--- config.mk ---
export PLATFORM = sky130hd
export DESIGN_NAME = pipe_skid_stage
export DESIGN_NICKNAME = d
export VERILOG_FILES = /design/src/rtl/pipe_skid_stage.sv
export SDC_FILE = /design/constraint.sdc
export NUM_CORES = 1
export LEC_CHECK = 0
export BUFFER_PORTS_ARGS = -buffer_cell sky130_fd_sc_hd__buf_2
export CORE_MARGIN = 2
export CORE_UTILIZATION = 47
export DETAILED_ROUTE_END_ITERATION = 10
export HOLD_SLACK_MARGIN = 0.03
export PLACE_DENSITY_LB_ADDON = 0.15
export SYNTH_ARGS = -nofsm -noshare
export SYNTH_HDL_FRONTEND = slang
export SYNTH_SLANG_ARGS = --single-unit
--- constraint.sdc ---
create_clock -name clk -period 1.91 [get_ports clk]
set_clock_uncertainty 0.15 [all_clocks]
set_input_delay 0.2865 -clock clk [delete_from_list [all_inputs] [get_ports clk]]
set_output_delay 0.2865 -clock clk [all_outputs]
set_load 0.02 [all_outputs]
--- src/rtl/pipe_skid_stage.sv ---
// Elastic pipeline stage: one payload word per cycle, 1-cycle latency, valid/ready on both sides.
// Two-entry skid keeps in_ready and out_valid register-driven; flush squashes both entries.
module pipe_skid_stage #(
  parameter int                    data_width  = 32,
  parameter logic [data_width-1:0] reset_value = '0
) (
  input  logic                  clk,
  input  logic                  rst,
  input  logic                  flush,
  input  logic                  in_valid,
  output logic                  in_ready,
  input  logic [data_width-1:0] in_data,
  output logic                  out_valid,
  input  logic                  out_ready,
  output logic [data_width-1:0] out_data,
  output logic [1:0]            occupancy
);

  logic                  main_valid;
  logic [data_width-1:0] main_data;
  logic                  skid_valid;
  logic [data_width-1:0] skid_data;

  logic push;
  logic pop;

  assign push = in_valid && !skid_valid;
  assign pop  = main_valid && out_ready;

  assign out_valid = main_valid;
  assign out_data  = main_data;
  assign in_ready  = !skid_valid;
  assign occupancy = {1'b0, main_valid} + {1'b0, skid_valid};

  // skid_valid only ever rises while main_valid is held, so the valid
  // pair encodes EMPTY/ONE/FULL directly.
  always_ff @(posedge clk or posedge rst) begin
    if (rst) begin
      main_valid <= 1'b0;
      skid_valid <= 1'b0;
      main_data  <= reset_value;
      skid_data  <= reset_value;
    end else if (flush) begin
      main_valid <= 1'b0;
      skid_valid <= 1'b0;
    end else if (!main_valid) begin
      if (push) begin
        main_data  <= in_data;
        main_valid <= 1'b1;
      end
    end else if (!skid_valid) begin
      if (push && pop) begin
        main_data <= in_data;
      end else if (push) begin
        skid_data  <= in_data;
        skid_valid <= 1'b1;
      end else if (pop) begin
        main_valid <= 1'b0;
      end
    end else if (pop) begin
      main_data  <= skid_data;
      skid_valid <= 1'b0;
    end
  end

endmodule

After elaboration in Yosys (flattened, before gate mapping) --
Index checks and enable logic that the tools add are counted.
Word-level totals: bits in registers 66, latch bits 0, bits in writable memories 0, memory bits (read-only) 0, bits of input ports 37, output and inout port bits 36, word-level logic and storage cells 34, memories 0
Operators by class: add/sub/neg operators 1, multipliers 0, div/mod/pow operators 0, magnitude comparators 0, equal/unequal tests 2, shift operators 0, multiplexer cells 16, bitwise gates (word level) 3, reduce and logical (&&, ||, !) cells 8
Operators by type and width (count):
- $mux 32 | 5
- $mux 1 | 11
- $reduce_and 5->1 | 1
- $reduce_and 4->1 | 1
- $reduce_bool 2->1 | 2
- $logic_and 1x1->1 | 3
- $ne 3x1->1 const B | 1
- $ne 3x2->1 const B | 1
- $not 1->1 | 3
- $add 1x1->2 | 1
- $logic_not 1->1 | 1

Logic depth before layout (Yosys ltp) --
depth after elaboration 7, gate-level depth with buffers 6, mapped depth without buffers 5

Worst setup path before layout --
Ideal clock, no wire load.
path kind register to register, start point register main_valid (netlist: out_valid), end point register main_data[0] (netlist: out_data[0]), setup time 0.125 ns, data arrival time 1.852 ns, data required time 1.635 ns, path slack -0.217 ns, stages on the path, launching flop included 6, path buffers 1, clock period less this slack 2.127 ns, path through dfrtp_1 ha_1 a2bb2oi_1 a211oi_2 buf_4 mux2_2
On the way: cells in the longest elaborated chain, start to end 4, elaborated cells between the ends (all ways) 7, classes of those cells eq/ne (2); mux (1); reduce/logical (4)
RTL lines:
- start: declaration | RTL line 19 | logic main_valid;
- start signal: assignment | RTL line 39 | main_valid <= 1'b0;
- start signal: assignment | RTL line 44 | main_valid <= 1'b0;
- start signal: assignment | RTL line 49 | main_valid <= 1'b1;
- $logic_and 1x1->1 | RTL line 28 | assign pop = main_valid && out_ready;
- $logic_and 1x1->1 | RTL line 52 | if (push && pop) begin
- $ne 3x1->1 (no line)
- $reduce_and 4->1 (no line)
- end signal: assignment | RTL line 48 | main_data <= in_data;
- end signal: assignment | RTL line 53 | main_data <= in_data;
- end signal: assignment | RTL line 61 | main_data <= skid_data;
- end: declaration | RTL line 20 | logic [data_width-1:0] main_data;
Parallel ways exist; a longest one is shown, timed or not. A chain may end at the register's enable or synchronous reset.

Worst setup path after layout --
start point register main_valid (netlist: out_valid), end point register main_data[30] (netlist: out_data[30])
Same word-level chain as after synthesis.

==> results.yml <==
clock_network:
  worstSkewPairLatency_ns: 0.33
  cts-root-buf: "clkbuf_8"
  clkSlewWorstSetupHoldPaths_ns: 0.07
  cts_buffers: 9
  clk_path_buf_depth: 2
  cts_max_level: 3
  cts_tree: "done"
  clock_sinks: 66
synth:
  syn_avg_cell_area_um2: 15.5
  synth_top_area_share_pct: 56.8
  ys_warn_count: 0
  synth_common_cells: "mux2_2, dfrtp_1, buf_2"
  synth_top_cell_by_area: "dfrtp_1"
  seq_area_frac_synth_pct: 56.8
  synth_edf_count: 0
  synth_area_leaders: "dfrtp_1, mux2_2, buf_2, ha_1, buf_4"
  async_flop_share_pct: 100
  syn_area_um2: 2910
  synth_cell_type_count: 15
  syn_inst: 187
  synth-seq-cells: 66
  yosysMostFrequentCell: "mux2_2"
  synth_ff_type: "dfrtp_1"
  synth.net_count: 226
run_status:
  violations: "negative setup slack"
  status: "finished with violations"
global_route:
  grt_max_degree: 33
  grt_pass1_vias: 1878
  grt_first_pass_wirelength_um: 8920
  grt_overflow: 0
  antenna_found_initial: 0
  track_usage_pct: 17.9
floorplanning:
  core_area_um2: 5960
  start_util_pct: 48.8
  rows: 28
  io_pins: 73
  dieArea_um2: 6830
  fp.dieW_um: 82.6
  die_y_um: 82.6
critical_path:
  cp_max_fo: 6
  critPathBufInv: 2
  startpoint_type: "flop"
  crit_slowest_cell: "dfrtp_2"
  crit_path_end_kind: "flop"
  worstPathCellList: "ha_4 > a2bb2oi_1 > a211oi_4 > buf_6 > clkbuf_16 > mux2_2"
  critPathTopFamily: "flip-flops"
  required_ns: 1.97
  worstPathArrival_ns: 2.03
  critPathMaxStageDelay_ns: 0.46
  path_class: "flop to flop"
sta:
  min_period_ns: 1.97
  worst_pin_slew_ns: 0.460
  worst_slack_ns: -0.0554
  grt_setup_unrepaired: "yes"
  timing.final.crit_share_pct: 103
  slew_headroom_pct: 69.3
  setup_viol: 21
  fmax_mhz: 509
  hold_viol: 0
  final_max_slew_viol_count: 0
  fin_tns_setup_ns: -0.540
detailed_routing:
  route.detailed.drc: 0
  drt_iter0_markers: 37
  viasPerCell: 5.11
  num_vias: 1831
  final_antenna_net_count: 0
  wl_um: 5940
  drt_first_pass_iters: 4
  wire_per_inst_um: 16.6
place:
  dp.cells: 337
  portBuffers: 72
  place.gp.congestion: 0.725
  hpwl_um: 3880
  postPlaceCellArea_um2: 3470
job:
  maxCapViolCount: 0
final_layout:
  multiInputGateArea_um2: 1300
  fillCellCount: 477
  antenna_cells: 0
  drive_above_1_share_pct: 73.9
  final_nets: 317
  final_cell_area_um2: 3850
  final_util_pct: 64.7
  area_delta_synth_final_pct: 32.6
  final_cells: 358
  seqCellArea_um2: 1650
power:
  power_density_nw_per_um2: 1130
  p_total_mw: 4.35
  peakVddDrop_v: 0.000637
  p_leak_nw: 1.81
min_path:
  hp-class: "input pin to flop"
## flip-flops by register name, indices dropped and copies added (netlist names)
| register | flops |
|---|---|
| out_data | 32 |
| out_valid | 1 |
| skid_data | 32 |
| skid_valid | 1 |
## area by class of cell
class                   instances  area share (%)
flip-flops and latches         66            42.9
multi-input cells             108            33.7
repair buffers                 89            14.8
clock buffers                  10            3.57
well taps                      75            2.44
clock inverters                 6            2.08
inverters                       4           0.552
## cells by family (layout without fill, tap and decap cells)
family	after synthesis	count (layout)	synth area share (%)
compound gates	5	5	1.38
fa+ha+maj	2	2	0.861
mux	96	96	37.2
simple gates	5	5	1.42
buf+inv	13	109	2.32
flops	66	66	56.8
## what timing repair did
item,CTS,global route
setup endpoints to repair,32,64
setup buffers,3,0
endpoints found under the hold margin,17,0
resized for setup,25,2
hold buffers,1,0
pin swaps,2,1
gates cloned,1,1
## worst paths after layout
check / start / end / slack (ns) / cells after the start
setup / recovery: out_valid / out_data[30] / -0.06 / 6
hold / removal: in_data[25] / skid_data[25] / 0.04 / 2
setup reg to reg: out_valid / out_data[30] / -0.06 / 6
hold reg to reg: skid_data[25] / skid_data[25] / 0.34 / 1
max in group asynchronous: rst / out_data[5] / 0.73 / 4
min in group asynchronous: rst / out_valid / 0.37 / 3
## power by group
part	total, mW	switching (mW)	internal (mW)
sequential	1.95	0.188	1.77
combinational	1.11	0.524	0.582
clock	1.29	0.526	0.762
total	4.35	1.24	3.11
## routing by layer
metal  vias to the layer above  share of wire (%)  global-route usage [%]
met5                         -                  0                       0
met4                         0                1.8                    8.36
met3                        10                4.4                    3.70
met2                        46                 49                    29.8
met1                       920                 44                    22.2
li1                        855                  -                       -
## cells in the final DEF, fill, tap and decap left out, drive strengths merged
cell type,synthesis,final
a211oi,1,1
dlygate4sd3,0,1
o21ai,1,1
clkinvlp,0,1
nand2b,2,2
mux2,96,96
a21oi,1,1
nor4,1,1
nand2,2,2
clkinv,0,4
bufinv,0,2
a2bb2oi,1,1
a221oi,1,1
buf,9,87
clkbuf,0,11
ha,2,2
dfrtp,66,66
inv,4,3
## per-stage QoR
step	setup slack (ns)	hold WS, ns
after floorplan	-0.0598	0.196
after global placement	0.0144	0.180
after detailed placement	-0.0333	0.187
after CTS	-0.0364	0.0314
after global routing	-0.0771	0.0374
final	-0.0554	0.0430
(Power assumes the default switching activity.)
